[src/rtl/bnn_pkg.sv]
`default_nettype none
// ---------------------------------------------------------------------------
// bnn_pkg : constants and layer encodings shared by the binary conv datapath
// Revision: 1.0
// ---------------------------------------------------------------------------
package bnn_pkg;

  localparam int W1    = 28;
  localparam int W2    = 12;
  localparam int K     = 3;
  localparam int CNT_W = 5;

  typedef enum logic {
    LAYER1 = 1'b0,
    LAYER2 = 1'b1
  } layer_e;

  // Frame width for the selected layer; widths may be overridden per instance
  function automatic logic [CNT_W-1:0] ni_of(input logic state,
                                             input int   w1 = W1,
                                             input int   w2 = W2);
    return (layer_e'(state) == LAYER2) ? CNT_W'(w2) : CNT_W'(w1);
  endfunction

endpackage
`default_nettype wire

[src/rtl/bin_window_gen_line_fifo.sv]
`default_nettype none
// ---------------------------------------------------------------------------
// line_fifo : 1-bit circular line buffer, runtime length, read-old-then-write
// Revision: 1.0
// ---------------------------------------------------------------------------
module line_fifo
  import bnn_pkg::*;
#(
  parameter int MAX_W = 28
) (
  input  logic             clk,
  input  logic             rstn,
  input  logic             clr_i,
  input  logic             en_i,
  input  logic [CNT_W-1:0] len_i,
  input  logic             din_i,
  output logic             dout_o
);

  logic [MAX_W-1:0] mem_q;
  logic [CNT_W-1:0] ptr_q;
  logic [CNT_W-1:0] ptr_d;

  // Old content at the pointer is what gets delayed by exactly len_i beats
  assign dout_o = mem_q[ptr_q];

  always_comb begin
    ptr_d = ptr_q;
    if (clr_i) begin
      ptr_d = '0;
    end else if (en_i) begin
      ptr_d = (ptr_q == len_i - 1'b1) ? '0 : ptr_q + 1'b1;
    end
  end

  always_ff @(posedge clk or negedge rstn) begin
    if (!rstn) begin
      ptr_q <= '0;
    end else begin
      ptr_q <= ptr_d;
    end
  end

  always_ff @(posedge clk) begin
    if (en_i && !clr_i) begin
      mem_q[ptr_q] <= din_i;
    end
  end

endmodule
`default_nettype wire

[src/rtl/bin_window_gen.sv]
`default_nettype none
// ---------------------------------------------------------------------------
// bin_window_gen : 3-row sliding column source for the binary 3x3 conv engine
// Revision: 1.0
// ---------------------------------------------------------------------------
module bin_window_gen
  import bnn_pkg::*;
#(
  parameter int W1    = 28,
  parameter int W2    = 12,
  parameter int MAX_W = 28
) (
  input  logic             clk,
  input  logic             rstn,
  input  logic             start,
  input  logic             state,
  input  logic             din_valid,
  input  logic             din,
  output logic [2:0]       taps,
  output logic             tvalid,
  output logic [CNT_W-1:0] col,
  output logic [CNT_W-1:0] row,
  output logic             frame_done
);

  logic             start_q;
  logic [CNT_W-1:0] ni_q, ni_d;
  logic [CNT_W-1:0] col_in_q, col_in_d;
  logic [CNT_W-1:0] row_in_q, row_in_d;
  logic [2:0]       taps_q, taps_d;
  logic [CNT_W-1:0] col_q, col_d;
  logic [CNT_W-1:0] row_q, row_d;
  logic             tvalid_q, tvalid_d;
  logic             fd_q, fd_d;

  logic w_acc;
  logic w_col_last;
  logic w_row_last;
  logic w_l0_rd;
  logic w_l1_rd;

  // A beat arriving on the start rising edge already uses the new width
  assign ni_d       = (start && !start_q) ? ni_of(state, W1, W2) : ni_q;
  assign w_acc      = start & din_valid;
  assign w_col_last = (col_in_q == ni_d - 1'b1);
  assign w_row_last = (row_in_q == ni_d - 1'b1);

  line_fifo #(.MAX_W(MAX_W)) u_l0 (
    .clk    (clk),
    .rstn   (rstn),
    .clr_i  (!start),
    .en_i   (w_acc),
    .len_i  (ni_d),
    .din_i  (din),
    .dout_o (w_l0_rd)
  );

  line_fifo #(.MAX_W(MAX_W)) u_l1 (
    .clk    (clk),
    .rstn   (rstn),
    .clr_i  (!start),
    .en_i   (w_acc),
    .len_i  (ni_d),
    .din_i  (w_l0_rd),
    .dout_o (w_l1_rd)
  );

  always_comb begin
    col_in_d = col_in_q;
    row_in_d = row_in_q;
    taps_d   = taps_q;
    col_d    = col_q;
    row_d    = row_q;
    tvalid_d = 1'b0;
    fd_d     = 1'b0;
    if (!start) begin
      col_in_d = '0;
      row_in_d = '0;
      taps_d   = '0;
      col_d    = '0;
      row_d    = '0;
    end else if (din_valid) begin
      taps_d   = {w_l1_rd, w_l0_rd, din};
      col_d    = col_in_q;
      row_d    = row_in_q;
      tvalid_d = (row_in_q >= CNT_W'(2));
      fd_d     = w_col_last & w_row_last;
      if (w_col_last) begin
        col_in_d = '0;
        row_in_d = w_row_last ? '0 : row_in_q + 1'b1;
      end else begin
        col_in_d = col_in_q + 1'b1;
      end
    end
  end

  always_ff @(posedge clk or negedge rstn) begin
    if (!rstn) begin
      start_q  <= 1'b0;
      ni_q     <= CNT_W'(W1);
      col_in_q <= '0;
      row_in_q <= '0;
      taps_q   <= '0;
      col_q    <= '0;
      row_q    <= '0;
      tvalid_q <= 1'b0;
      fd_q     <= 1'b0;
    end else begin
      start_q  <= start;
      ni_q     <= ni_d;
      col_in_q <= col_in_d;
      row_in_q <= row_in_d;
      taps_q   <= taps_d;
      col_q    <= col_d;
      row_q    <= row_d;
      tvalid_q <= tvalid_d;
      fd_q     <= fd_d;
    end
  end

  assign taps       = taps_q;
  assign tvalid     = tvalid_q;
  assign col        = col_q;
  assign row        = row_q;
  assign frame_done = fd_q;

endmodule
`default_nettype wire

[config.mk]
export PLATFORM = sky130hd
export DESIGN_NAME = bin_window_gen
export DESIGN_NICKNAME = d
export VERILOG_FILES = /design/src/rtl/bnn_pkg.sv /design/src/rtl/bin_window_gen_line_fifo.sv /design/src/rtl/bin_window_gen.sv
export SDC_FILE = /design/constraint.sdc
export NUM_CORES = 1
export LEC_CHECK = 0
export ABC_AREA = 1
export CELL_PAD_IN_SITES_DETAIL_PLACEMENT = 0
export CELL_PAD_IN_SITES_GLOBAL_PLACEMENT = 1
export CORE_MARGIN = 2
export CORE_UTILIZATION = 50
export DETAILED_ROUTE_END_ITERATION = 6
export PLACE_DENSITY = 0.88
export SLEW_MARGIN = 20
export SYNTH_ARGS = -nofsm -noshare
export SYNTH_HDL_FRONTEND = slang
export SYNTH_SLANG_ARGS = --single-unit
export TNS_END_PERCENT = 1
[constraint.sdc]
create_clock -name clk -period 3.64 [get_ports clk]
set_input_delay 0.546 -clock clk [delete_from_list [all_inputs] [get_ports clk]]
set_output_delay 0.546 -clock clk [all_outputs]
set_load 0.01 [all_outputs]
==> flow_metrics.env <==
export IMPL_status="finished, final reports clean"
export IMPL_synth_nets=564
export IMPL_total_leakage_power_nw=2.12
export IMPL_die_w_um=102
export IMPL_yosysTopAreaCell="edfxtp_1"
export IMPL_synth_top_area_share_pct=34.8
export IMPL_async_flop_share_pct=42.3
export IMPL_drtIter0Drc=176
export IMPL_routed_wl_um=10200
export IMPL_syn_inst=546
export IMPL_setup_tns_ns=0
export IMPL_cts_hold_buf=0
export IMPL_end_kind="flop"
export IMPL_p_per_area_mw_per_mm2=411
export IMPL_gp_congestion=0.857
export IMPL_synth_commonest_cells="nor2_1 (107), nand2_1 (104), edfxtp_1 (56), o21ai_0 (52), inv_1 (48)"
export IMPL_grt_ovfl_total=0
export IMPL_cts_resized=0
export IMPL_clock_sinks=97
export IMPL_drive_gt1_share_pct=5.76
export IMPL_cp_max_fo=8
export IMPL_synth_edf_count=56
export IMPL_setup_violations=0
export IMPL_clkLatencyLatePin_ns=0.37
export IMPL_drc=0
export IMPL_die_area_mm2=0.0105
export IMPL_grt_pass1_wl_um=17100
export IMPL_wl_per_cell_um=14.6
export IMPL_area_delta_synth_final_pct=10.9
export IMPL_row_count=35
export IMPL_core_mm2=0.00928
export IMPL_drv_slew=0
export IMPL_power_total_mw=2.20
export IMPL_post_dp_cell_area_mm2=0.00516
export IMPL_worstHoldPathType="in -> async"
export IMPL_start_util_pct=52.0
export IMPL_fin_crit_sh_pct=71.1
export IMPL_fmax_mhz=386
export IMPL_synth_distinct_cells=27
export IMPL_portBuffers=20
export IMPL_diodes=0
export IMPL_avgSynthCellArea_um2=8.84
export IMPL_cp_required_ns=3.95
export IMPL_ys_flop_type="edfxtp_1"
export IMPL_yosysMostFrequentCell="nor2_1"
export IMPL_slew_headroom_pct=38.1
export IMPL_syn_area_mm2=0.00483
export IMPL_ant_nets=0
export IMPL_ir_drop_mv=0.235
export IMPL_worst_pin_slew_ns=0.928
export IMPL_path_clk_slew_ns=0.11
export IMPL_crit_type="in -> reg"
export IMPL_period_minus_slack_ns=2.59
export IMPL_cap_violations=0
export IMPL_cts_root_buffer_cell="clkbuf_8"
export IMPL_skew_ns=0.0163
export IMPL_synth_seq_area_share_pct=56.2
export IMPL_hold_viol=0
export IMPL_finalCoreUtilization_pct=57.6
export IMPL_ys_ff_latch=97
export IMPL_final_cells=702
export IMPL_rsz0062_at_grt="no"
export IMPL_antenna_found_initial=0
export IMPL_cp_arrival_ns=2.90
export IMPL_synth_warnings=0
export IMPL_layout_nets=586
export IMPL_synth_area_leaders="edfxtp_1 (35%), dfrtp_1 (20%), nor2_1 (8.3%)"
export IMPL_dr_total_vias=3674
export IMPL_htree_levels=3
export IMPL_cts_setup_buffers=0
export IMPL_pin_count=21
export IMPL_dr_pass1_iters=5
export IMPL_hpwlAfterDp_um=6870
export IMPL_grt_max_degree=42
export IMPL_grt_pass1_vias=3496
export IMPL_via_per_inst=5.23
export IMPL_cts_max_path_buffers=2
export IMPL_place_inst=686
export IMPL_cts_tree="done"
export IMPL_grt_util_all_layers_pct=21.4
export IMPL_reg2regPathDepth=7
export IMPL_chipHeight_um=102
export IMPL_numCtsBuffers=9
export IMPL_start_kind="input pin"
export IMPL_fin_area_mm2=0.00535
critical path, cell delays in order:
cell	delay [ns]
clkdlybuf4s50_1	0.42
inv_1	0.10
nor2_1	0.07
nor2_1	0.20
inv_1	0.11
ha_1	0.40
xor2_1	0.19
nand2_1	0.06
nor2_1	0.08
nand3_1	0.08
nor2_2	0.12
nand2_2	0.12
o21bai_4	0.25
nand2_1	0.08
nand2_1	0.06
power by group:
| part | switching (mW) | leakage (nW) | internal (mW) |
|---|---|---|---|
| combinational | 0.162 | 0.974 | 0.0997 |
| sequential | 0.0551 | 1.05 | 1.21 |
| clock | 0.392 | 0.0935 | 0.276 |
| total | 0.610 | 2.12 | 1.59 |
flip-flops by register name, summed over array words and instances (netlist names):
register and count:
row 5, u_l0.mem_q 28, u_l1.mem_q 28, col_in_q 5
ni_q 5, taps 3, col 5, u_l0.ptr_q 5
start_q 1, frame_done 1, u_l1.ptr_q 5, tvalid 1
row_in_q 5
cell families (layout without fill, tap and decap cells):
logic type | Yosys count | in the layout | synth area share [%]
adders and majority gates | 12 | 12 | 3.11
DFF | 97 | 97 | 56.2
buffers and inverters | 67 | 94 | 5.42
AOI/OAI and AO/OA | 80 | 80 | 9.18
and+or+nand+nor | 278 | 278 | 24.0
xor gates and xnor gates | 12 | 12 | 2.18
area by class of cell:
type / count / area [µm²]
repair buffers: 26 / 240
clock inverters: 6 / 51.3
flip-flops and latches: 97 / 2710
inverters: 52 / 195
multi-input cells: 382 / 1850
well taps: 129 / 161
clock buffers: 10 / 138
fillers: 848 / 3930
through the flow:
stage	hold slack (ns)	worst slack [ns]
after floorplan	0.250	1.44
after global placement	0.463	0.767
after detailed placement	0.476	0.674
after CTS	0.320	1.06
after global routing	0.368	0.797
final	0.300	1.05
layout by cell type, fill, tap and decap left out, drive strengths merged:
master	synthesis	routed
inv	48	50
dfstp	3	3
clkdlybuf4s50	0	19
nor3	17	17
nand2	108	108
a22o	1	1
edfxtp	56	56
clkinv	4	7
nor2	108	108
o21ai	52	52
nand4	4	4
clkbuf	12	10
o21bai	1	1
buf	3	7
dfrtp	38	38
ha	12	12
o22ai	14	14
o21a	2	2
o31ai	1	1
xor2	11	11
a21oi	9	9
clkinvlp	0	1
nand3	41	41
xnor2	1	1
worst paths after layout:
kind                               startpoint       endpoint  slack, ns
max in group asynchronous                rstn  u_l1.ptr_q[1]       2.75
worst min-delay path                     rstn    row_in_q[2]       0.30
worst max register to register  u_l1.ptr_q[0]        taps[2]       1.24
worst max-delay path                    start    row_in_q[3]       1.05
worst min register to register        taps[2]        taps[2]       0.49
min in group clk                      taps[2]        taps[2]       0.49
per-layer routing:
layer	vias to the layer above	part of all wire (%)	track usage (%)
li1	1851	-	-
met5	-	0	0
met2	65	48	33.9
met1	1744	48	29.7
met4	0	1.6	7.79
met3	14	3.0	3.90
No activity file was read; power rests on OpenSTA's default activity.
==> patch: new RTL, same settings <==
Register the inputs `start`, `state`, `din_valid` and `din` before use. The logic sees them one clock later.
--- a/src/rtl/bin_window_gen.sv
+++ b/src/rtl/bin_window_gen.sv
@@ -23,6 +23,18 @@
   output logic             frame_done
 );
 
+  logic start_r;
+  logic state_q;
+  logic din_valid_q;
+  logic din_q;
+
+  always_ff @(posedge clk) begin
+    start_r     <= start;
+    state_q     <= state;
+    din_valid_q <= din_valid;
+    din_q       <= din;
+  end
+
   logic             start_q;
   logic [CNT_W-1:0] ni_q, ni_d;
   logic [CNT_W-1:0] col_in_q, col_in_d;
@@ -40,25 +52,25 @@
   logic w_l1_rd;
 
   // A beat arriving on the start rising edge already uses the new width
-  assign ni_d       = (start && !start_q) ? ni_of(state, W1, W2) : ni_q;
-  assign w_acc      = start & din_valid;
+  assign ni_d       = (start_r && !start_q) ? ni_of(state_q, W1, W2) : ni_q;
+  assign w_acc      = start_r & din_valid_q;
   assign w_col_last = (col_in_q == ni_d - 1'b1);
   assign w_row_last = (row_in_q == ni_d - 1'b1);
 
   line_fifo #(.MAX_W(MAX_W)) u_l0 (
     .clk    (clk),
     .rstn   (rstn),
-    .clr_i  (!start),
+    .clr_i  (!start_r),
     .en_i   (w_acc),
     .len_i  (ni_d),
-    .din_i  (din),
+    .din_i  (din_q),
     .dout_o (w_l0_rd)
   );
 
   line_fifo #(.MAX_W(MAX_W)) u_l1 (
     .clk    (clk),
     .rstn   (rstn),
-    .clr_i  (!start),
+    .clr_i  (!start_r),
     .en_i   (w_acc),
     .len_i  (ni_d),
     .din_i  (w_l0_rd),
@@ -73,14 +85,14 @@
     row_d    = row_q;
     tvalid_d = 1'b0;
     fd_d     = 1'b0;
-    if (!start) begin
+    if (!start_r) begin
       col_in_d = '0;
       row_in_d = '0;
       taps_d   = '0;
       col_d    = '0;
       row_d    = '0;
-    end else if (din_valid) begin
-      taps_d   = {w_l1_rd, w_l0_rd, din};
+    end else if (din_valid_q) begin
+      taps_d   = {w_l1_rd, w_l0_rd, din_q};
       col_d    = col_in_q;
       row_d    = row_in_q;
       tvalid_d = (row_in_q >= CNT_W'(2));
@@ -106,7 +118,7 @@
       tvalid_q <= 1'b0;
       fd_q     <= 1'b0;
     end else begin
-      start_q  <= start;
+      start_q  <= start_r;
       ni_q     <= ni_d;
       col_in_q <= col_in_d;
       row_in_q <= row_in_d;
Check against the original RTL: not equivalent (a bounded check fails within 4 cycles, from zero or initial values and one cycle with rstn low).
==> patch against the unedited design <==
- cell count rose by 1.0%
- area after synthesis rose by 1.7%
- count of clock-buffer cells in the layout is 2 higher
- wire length grew 3.0%
- register-to-register slack better by 0.04 ns
- sequential cell count is 4 higher
- power rose by 0.81%
- setup slack better by 0.22 ns
- clock power down 4.8%
- cell area is 1.1% higher
==> patch: results (changes against the unedited design) <==
status: complete, no violations
final-stage net count: 589 (+0.51%)
peak supply drop: 147 uV (-38%)
placed cells: 693 (+1.0%)
largest registers: u_l0.mem_q x28, u_l1.mem_q x28
mean post-synth cell area: 8.92 um2 (+0.92%)
Overall Global Routing Usage: 21.0% (-0.33 points)
vias: 3758 (+2.3%)
synth top area cells: edfxtp_1 34%, dfrtp_1 19%, nor2_1 8.2%
worst slack, placed: 1.29 ns (+0.615 ns)
Core Rows: 36 (+2.9%)
Worst-path clk slew: 0.09 ns (-0.02 ns)
sequential area share after synthesis: 56.9% (+0.72 points)
number of distinct library cells after synthesis: 28 (+3.7%)
first-pass GRT wire length: 17000 um (-0.60%)
Slew headroom: 38.7% (+0.55 points)
Max Clock Skew: 0.00799 ns (-0.00832 ns)
Syn Nets: 568 (+0.71%)
ys async rst share: 40.6% (-1.7 points)
Leakage: 2.14 nW (+0.84%)
Iter 0 DRT Violations: 215 (+22%)
DP Area: 5240 um2 (+1.5%)
share of layout cells above drive strength 1: 4.86% (-0.90 points)
vias in the first global route: 3492 (-0.11%)
gp weighted congestion: 0.878 (+2.4%)
CP arrival: 2.60 ns (-0.30 ns)
dpl hpwl: 7180 um (+4.4%)
vias per inst: 5.30 (+1.3%)
patch: changes by cell type in the layout (fill, tap and decap cells not counted), sizes merged:
cell    before  now
buf          7    6
clkbuf      10   12
dfxtp        0    4
inv         50   48
patch: final cells by class:
class	instances	area, um2
tap	133	166
clock inverter	4	23.8
fill	892	4230
inverter	52	195
clock buffer	12	145
sequential	101	2790
timing repair buffer	25	233
multi-input combinational	382	1850
patch: routing by layer:
metal / global-route usage [%] / share of wire (%) / vias to the layer above
li1: - / - / 1862
met1: 27.1 / 44 / 1796
met3: 4.07 / 4.2 / 16
met2: 35.6 / 50 / 84
met4: 7.39 / 1.3 / 0
met5: 0 / 0 / -
patch: worst paths after layout:
check	from	to	slack [ns]	depth (start not counted)
setup / recovery	start_r	u_l1.ptr_q[1]	1.28	14
hold / removal	rstn	row[1]	0.31	1
setup reg to reg	start_r	u_l1.ptr_q[1]	1.28	14
hold reg to reg	start_r	start_q	0.45	0
max in group asynchronous	rstn	u_l1.ptr_q[3]	2.76	1
min in group clk	start_r	start_q	0.45	0
patch: worst max-delay path, cell delays in order, from the launching register on:
cell and delay (ns):
dfxtp_1 0.47, inv_1 0.11, nor2_1 0.15, nor2_1 0.10, inv_1 0.09, ha_1 0.25
inv_1 0.09, nor2_1 0.09, nand3_1 0.09, nand2_1 0.12, nand2_1 0.12, xor2_1 0.16
nand3_1 0.19, nand3_1 0.11, o21ai_0 0.10
patch: cell families after synthesis:
family | count (synthesis) | synth area share [%]
adders and majority gates | 12 | 3.06
and+or+nand+nor | 278 | 23.6
DFF | 101 | 56.9
xor gates and xnor gates | 12 | 2.14
buffers and inverters | 67 | 5.33
AOI/OAI and AO/OA | 80 | 9.03
patch: power by group:
group | switching [mW] | internal (mW) | leakage (nW)
registers | 0.0528 | 1.26 | 1.09
logic | 0.169 | 0.0994 | 0.969
clock network | 0.371 | 0.265 | 0.0817
